`src/rtl/fifo_wr_arbiter.sv`:
```
// Round-robin arbiter sharing one FIFO write port among NUM_REQ valid/ready
// requesters. A grant lasts up to MAX_BURST beats, writes are gated on the
// FIFO full flag, and the FIFO's wr_ack/overflow returns are monitored with
// sticky error flags.
module fifo_wr_arbiter #(
    parameter int unsigned NUM_REQ    = 4,
    parameter int unsigned FIFO_WIDTH = 16,
    parameter int unsigned MAX_BURST  = 4
) (
    input  logic                          clk,
    input  logic                          rst,
    input  logic [NUM_REQ-1:0]            req_valid,
    input  logic [NUM_REQ*FIFO_WIDTH-1:0] req_data,
    output logic [NUM_REQ-1:0]            req_ready,
    output logic                          fifo_wr_en,
    output logic [FIFO_WIDTH-1:0]         fifo_data_in,
    input  logic                          fifo_full,
    input  logic                          fifo_wr_ack,
    input  logic                          fifo_overflow,
    output logic [$clog2(NUM_REQ)-1:0]    grant_id,
    output logic                          busy,
    output logic [15:0]                   beat_total,
    output logic                          ack_err,
    output logic                          ovf_err
);

    localparam int unsigned IDW = $clog2(NUM_REQ);
    localparam int unsigned BCW = (MAX_BURST > 1) ? $clog2(MAX_BURST) : 1;
    localparam logic [BCW-1:0] LAST_BEAT = BCW'(MAX_BURST - 1);
    localparam logic [IDW-1:0] LAST_ID   = IDW'(NUM_REQ - 1);

    typedef enum logic {
        IDLE,
        BURST
    } state_t;

    state_t         state;
    logic [IDW-1:0] rr_ptr;
    logic [IDW-1:0] winner;
    logic [IDW-1:0] next_ptr;
    logic           any_valid;
    logic [BCW-1:0] beat_cnt;
    logic           xfer;
    logic           ack_pending;

    // Pick the first valid requester at or above rr_ptr, wrapping around.
    always_comb begin
        int unsigned idx;
        idx       = 0;
        winner    = '0;
        any_valid = 1'b0;
        for (int unsigned k = 0; k < NUM_REQ; k++) begin
            idx = (32'(rr_ptr) + k) % NUM_REQ;
            if (!any_valid && req_valid[idx]) begin
                winner    = IDW'(idx);
                any_valid = 1'b1;
            end
        end
    end

    // Only the granted requester sees ready, and only while the FIFO has room.
    always_comb begin
        req_ready = '0;
        if (state == BURST) begin
            req_ready[grant_id] = !fifo_full;
        end
    end

    assign busy         = (state == BURST);
    assign xfer         = busy && req_valid[grant_id] && !fifo_full;
    assign fifo_wr_en   = xfer;
    assign fifo_data_in = req_data[grant_id*FIFO_WIDTH +: FIFO_WIDTH];
    assign next_ptr     = (grant_id == LAST_ID) ? '0 : grant_id + 1'b1;

    // Arbitration FSM: grant in IDLE, count beats in BURST, rotate priority on exit.
    always_ff @(posedge clk or posedge rst) begin
        if (rst) begin
            state    <= IDLE;
            rr_ptr   <= '0;
            grant_id <= '0;
            beat_cnt <= '0;
        end else begin
            case (state)
                IDLE: begin
                    if (any_valid) begin
                        grant_id <= winner;
                        beat_cnt <= '0;
                        state    <= BURST;
                    end
                end
                BURST: begin
                    // A full-stall (valid high, no transfer) keeps the burst alive.
                    if ((xfer && beat_cnt == LAST_BEAT) || !req_valid[grant_id]) begin
                        rr_ptr <= next_ptr;
                        state  <= IDLE;
                    end else if (xfer) begin
                        beat_cnt <= beat_cnt + 1'b1;
                    end
                end
                default: state <= IDLE;
            endcase
        end
    end

    // Beat counter and sticky checks of the FIFO's registered returns.
    always_ff @(posedge clk or posedge rst) begin
        if (rst) begin
            beat_total  <= '0;
            ack_pending <= 1'b0;
            ack_err     <= 1'b0;
            ovf_err     <= 1'b0;
        end else begin
            if (xfer) begin
                beat_total <= beat_total + 16'd1;
            end
            ack_pending <= xfer;
            if (fifo_wr_ack != ack_pending) begin
                ack_err <= 1'b1;
            end
            if (fifo_overflow) begin
                ovf_err <= 1'b1;
            end
        end
    end

endmodule

```
`config.mk`:
```
export PLATFORM = sky130hd
export DESIGN_NAME = fifo_wr_arbiter
export DESIGN_NICKNAME = d
export VERILOG_FILES = /design/src/rtl/fifo_wr_arbiter.sv
export SDC_FILE = /design/constraint.sdc
export NUM_CORES = 1
export LEC_CHECK = 0
export BUFFER_PORTS_ARGS = -buffer_cell sky130_fd_sc_hd__buf_2
export CAP_MARGIN = 0
export CORE_MARGIN = 4
export CORE_UTILIZATION = 42
export DETAILED_ROUTE_END_ITERATION = 10
export PLACE_DENSITY = 0.93
export SYNTH_ARGS = -nofsm -noshare
export SYNTH_HDL_FRONTEND = slang
export SYNTH_SLANG_ARGS = --single-unit
```
`constraint.sdc`:
```
create_clock -name clk -period 2.44 [get_ports clk]
set_input_delay 0.122 -clock clk [delete_from_list [all_inputs] [get_ports clk]]
set_output_delay 0.122 -clock clk [all_outputs]
set_load 0.02 [all_outputs]
```
======== Word-level counts from Yosys, hierarchy flattened ========
Cells that the tools add are included.
W data, S select, Z words.
operators by class
  add/sub/neg operators ................... 6
  multipliers ............................. 0
  muxes and demuxes ....................... 29
  bitwise gates (word level) .............. 2
  order comparisons ....................... 6
  divide/modulo/power cells ............... 0
  reduce and logical (&&, ||, !) cells .... 16
  shift-type cells ........................ 1
  equality and inequality tests ........... 6
operators with widths
  cell                     number
  $shiftx A64 B7 Y16       1
  $add A16 B1 Y16 const B  1
  $mux W2                  8
  $lt A2 B3 Y1 const B     5
  $mux W1                  12
  $bmux W1 S2              5
  $logic_and A1 B1 Y1      7
  $add A2 B1 Y2 const B    3
  $logic_not A1 Y1         5
  $add A2 B2 Y2 const B    2
  $and A4 B4 Y4            1
  $eq A2 B2 Y1 const B     2
  $mux W4                  1
  $ne A2 B2 Y1 const B     2
  $pmux W2 S2              1
  $reduce_and A2 Y1        2
  $reduce_and A3 Y1        1
  $demux W1 S2             1
  $ge A2 B1 Y1 const B     1
  $ne A2 B1 Y1 const B     1
  $pmux W1 S2              1
  $logic_or A1 B1 Y1       1
  $ne A1 B1 Y1             1
  $not A1 Y1               1
storage, ports and cells
  register bits after elaboration ......... 26
  bits in writable memories ............... 0
  output and inout bits ................... 42
  word-level logic and storage cells ...... 74
  latch bits .............................. 0
  ROM bits ................................ 0
  bits of input ports ..................... 73
  memories kept ........................... 0

======== Depth between registers and ports, before layout ========
  depth after elaboration ................. 14
  mapped depth ............................ 5
  mapped depth without buffers ............ 5

======== Worst setup path after synthesis ========
OpenSTA, ideal clock, no wires.
  path type ............................... reg2reg
  start point ............................. reg grant_id[0]
  end point ............................... reg rr_ptr[1]
  data required time ...................... 2315 ps
  cell stages (with the launch flop) ...... 6
  data arrival time ....................... 1760 ps
  period minus slack after synthesis ...... 1885 ps
  buffers on the path ..................... 2
  library setup time ...................... 125 ps
  path slack .............................. 555 ps
  cell sequence ........................... dfrtp_1 buf_2 buf_2 inv_1 ha_1 mux2_2
on the way
  elaborated cells on any way between the ends .. 11
  classes of those cells .................. add/sub (1); eq/ne (1); mux (3); reduce/logical (6)
RTL lines
  item                                           line  source
  start: declaration                             20    output logic [$clog2(NUM_REQ)-1:0] grant_id,
  start signal: assignment                       86    grant_id <= winner;
  $add A2 B1 Y2 or $eq A2 B2 Y1 (tied branches)  73    assign next_ptr = (grant_id == LAST_ID) ? '0 : grant_id + 1'b1;
  $mux W2 *                                      73
  via next_ptr[1]                                40    logic [IDW-1:0] next_ptr;
  end signal: assignment                         94    rr_ptr <= next_ptr;
  end: declaration                               38    logic [IDW-1:0] rr_ptr;
The timed path passes the listed nets; every way through them passes the cells marked *. The select of a mux whose other input is x is not followed.
A chain may end at the register's enable or synchronous reset.

======== Worst setup path after layout ========
  start point ............................. reg grant_id[0]
  end point ............................... out fifo_data_in[6]
on the way
  word-level cells in the longest chain between the ends .. 1
RTL lines
  item                line  source
  $shiftx A64 B7 Y16  72    assign fifo_data_in = req_data[grant_id*FIFO_WIDTH +: FIFO_WIDTH];
  end: declaration    16    output logic [FIFO_WIDTH-1:0] fifo_data_in,
No other way between the ends.

==> results.sh <==
export IMPL_status="completed"
export IMPL_fin_setup_tns_ns=0
export IMPL_post_drt_wl_per_cell_um=16.0
export IMPL_min_from="fifo_overflow"
export IMPL_rsz0062_at_grt="no"
export IMPL_power_density_nw_per_um2=958
export IMPL_die_y_um=71.8
export IMPL_synth_net_count=222
export IMPL_worst_setup_path_end_kind="output pin"
export IMPL_final_cells=306
export IMPL_finClkSkew_ns=0.00284
export IMPL_drive_gt1_frac=0.562
export IMPL_grt_start_max_net_pins=27
export IMPL_h_tree_depth=1
export IMPL_area_growth_pct=39.2
export IMPL_setup_viol=0
export IMPL_crit_type="reg -> out"
export IMPL_synth_area_top_cells="dfrtp_1, mux4_2, ha_1"
export IMPL_cts_root_buf="clkbuf_8"
export IMPL_fin_crit_ns=2.11
export IMPL_multi_input_comb_area_sq_um=992
export IMPL_wirelength_mm=4.91
export IMPL_viasPerCell=5.25
export IMPL_r2r_end="beat_total[9]"
export IMPL_ys_warn_count=0
export IMPL_ys_seq_elements=26
export IMPL_hp_class="in -> reg"
export IMPL_grt_pass1_wl_mm=7.69
export IMPL_cts_setup_buffers=0
export IMPL_tightest_slew_ns=0.956
export IMPL_layout_nets=338
export IMPL_clock_sinks=26
export IMPL_seqCellArea_sq_um=651
export IMPL_antenna_found_initial=0
export IMPL_p_leak_uw=0.00123
export IMPL_post_place_ws_ns=0.588
export IMPL_peakVddDrop_mv=0.623
export IMPL_synth_distinct_cells=34
export IMPL_hpwl_mm=4.09
export IMPL_cts_tree="built"
export IMPL_vias=1607
export IMPL_die_area_sq_um=5160
export IMPL_clk_transition_reported_paths_ns=0.08
export IMPL_die_w_um=71.8
export IMPL_synth_top_area_cell="dfrtp_1"
export IMPL_clk_insertion_delay_late_ns=0.27
export IMPL_fillers=309
export IMPL_reg2regPathDepth=4
export IMPL_post_route_period_util=0.865
export IMPL_wl_met2_mm=2.68
export IMPL_globalRoute_totalOverflow=0
export IMPL_worstReg2RegStart="grant_id[0]"
export IMPL_diodes=0
export IMPL_start_kind="flip-flop"
export IMPL_synth_ff_type="dfrtp_1"
export IMPL_drv_cap=0
export IMPL_grt_use_total=0.189
export IMPL_fmax_mhz=474
export IMPL_worst_slack_ns=0.330
export IMPL_core_area_sq_um=3800
export IMPL_met3_length_um=365
export IMPL_hold_depth=2
export IMPL_cts_resized=0
export IMPL_syn_inst=143
export IMPL_drt_initial_drc_count=84
export IMPL_netlist_area_leader_share=0.380
export IMPL_min_to="ovf_err"
export IMPL_yosysMostFrequentCell="dfrtp_1"
export IMPL_start_util=0.450
export IMPL_boundaryPins=115
export IMPL_p_total_uw=2280
export IMPL_rrSetupSlack_ns=0.58
export IMPL_numCtsBuffers=3
export IMPL_seq_area_frac_synth=0.380
export IMPL_synth_edff_count=0
export IMPL_ant_nets=0
export IMPL_syn_cell_area_sq_um=1710
export IMPL_cts_hold_buf=0
export IMPL_maxSlewViolCount=0
export IMPL_hold_viol_final=0
export IMPL_portBuffers=114
export IMPL_rows=22
export IMPL_routed_top_layer="met4"
export IMPL_syn_avg_cell_area_sq_um=12.0
export IMPL_max_slew_margin_rel=0.362
export IMPL_drc_errors=0
export IMPL_worstPathRequired_ns=2.32
export IMPL_async_flop_share=1.00
export IMPL_clockBufferDepth=2
export IMPL_grt_pass1_vias=1584
export IMPL_place_inst=302
export IMPL_gp_congestion=0.836
export IMPL_drtPass1Iterations=4
export IMPL_worstPathArrival_ns=1.99
export IMPL_synthTopCellsByCount="dfrtp_1, mux4_2, nand2_1, inv_1"
export IMPL_wl_met1_mm=1.81
export IMPL_critPathMaxFanout=15
## state kept, by name, indices dropped and copies added (netlist names)
register     count
busy             1
ovf_err          1
rr_ptr           2
grant_id         2
beat_total      16
beat_cnt         2
ack_err          1
ack_pending      1
## power by group
part	internal [uW]	switching, uW	total [uW]
clock	144	130	274
sequential	531	140	671
combinational	609	726	1330
## routing by layer
metal  GRT usage  vias up
met5           0        -
met4      0.0585        0
met3      0.0477        4
met2       0.342       54
met1       0.219      796
li1            -      753
## placed cells by master (no fill, tap or decap), types with 4 or more instances in the layout
cell type,count
and2_1,5
inv_1,10
xor2_1,8
o21ai_0,4
nand3_1,6
mux4_2,17
clkbuf_8,4
nor3_1,4
ha_1,6
nor2_1,4
xnor2_1,8
nand2_1,13
dfrtp_1,26
buf_2,114
## final cells by class
type | instances | area share
well taps | 48 | 0.0252
multi-input cells | 102 | 0.417
flip-flops and latches | 26 | 0.273
repair buffers | 116 | 0.246
inverters | 10 | 0.0158
clock buffers | 4 | 0.0231
## critical path: stages (launching register included)
cell     delay [ns]
dfrtp_1        0.61
buf_4          0.35
mux4_2         0.56
buf_2          0.18
## cell families (layout without fill, tap and decap cells)
kind of cell             after synthesis  after routing  share of synthesized area
adder cells (fa/ha/maj)                6              6                     0.0439
flip-flops                            26             26                      0.380
AND/OR/NAND/NOR                       46             46                      0.150
buffers and inverters                 15            130                     0.0395
multiplexers                          23             23                      0.261
AO/OA/AOI/OAI                         11             11                     0.0432
XOR/XNOR                              16             16                     0.0819
## per-stage QoR
stage          instance area (sq um)  hold slack (ns)   util
4_1_cts                         2380           0.0335  0.627
3_3_place_gp                    2330            0.314  0.612
6_report                        2380           0.0382  0.627
3_5_place_dp                    2330            0.321  0.612
5_1_grt                         2380           0.0305  0.627
2_1_floorplan                   1710            0.162      -
## worst max-delay path by stage
stage / startpoint / to / slack (ns)
2_1_floorplan: grant_id[0] / rr_ptr[1] / 0.56
3_3_place_gp: grant_id[0] / beat_total[13] / 0.63
3_5_place_dp: grant_id[0] / beat_total[9] / 0.59
4_1_cts: grant_id[0] / fifo_data_in[6] / 0.31
5_1_grt: grant_id[0] / fifo_data_in[6] / 0.18
6_report: grant_id[0] / fifo_data_in[6] / 0.33
Power figures use the tool's default switching activity.
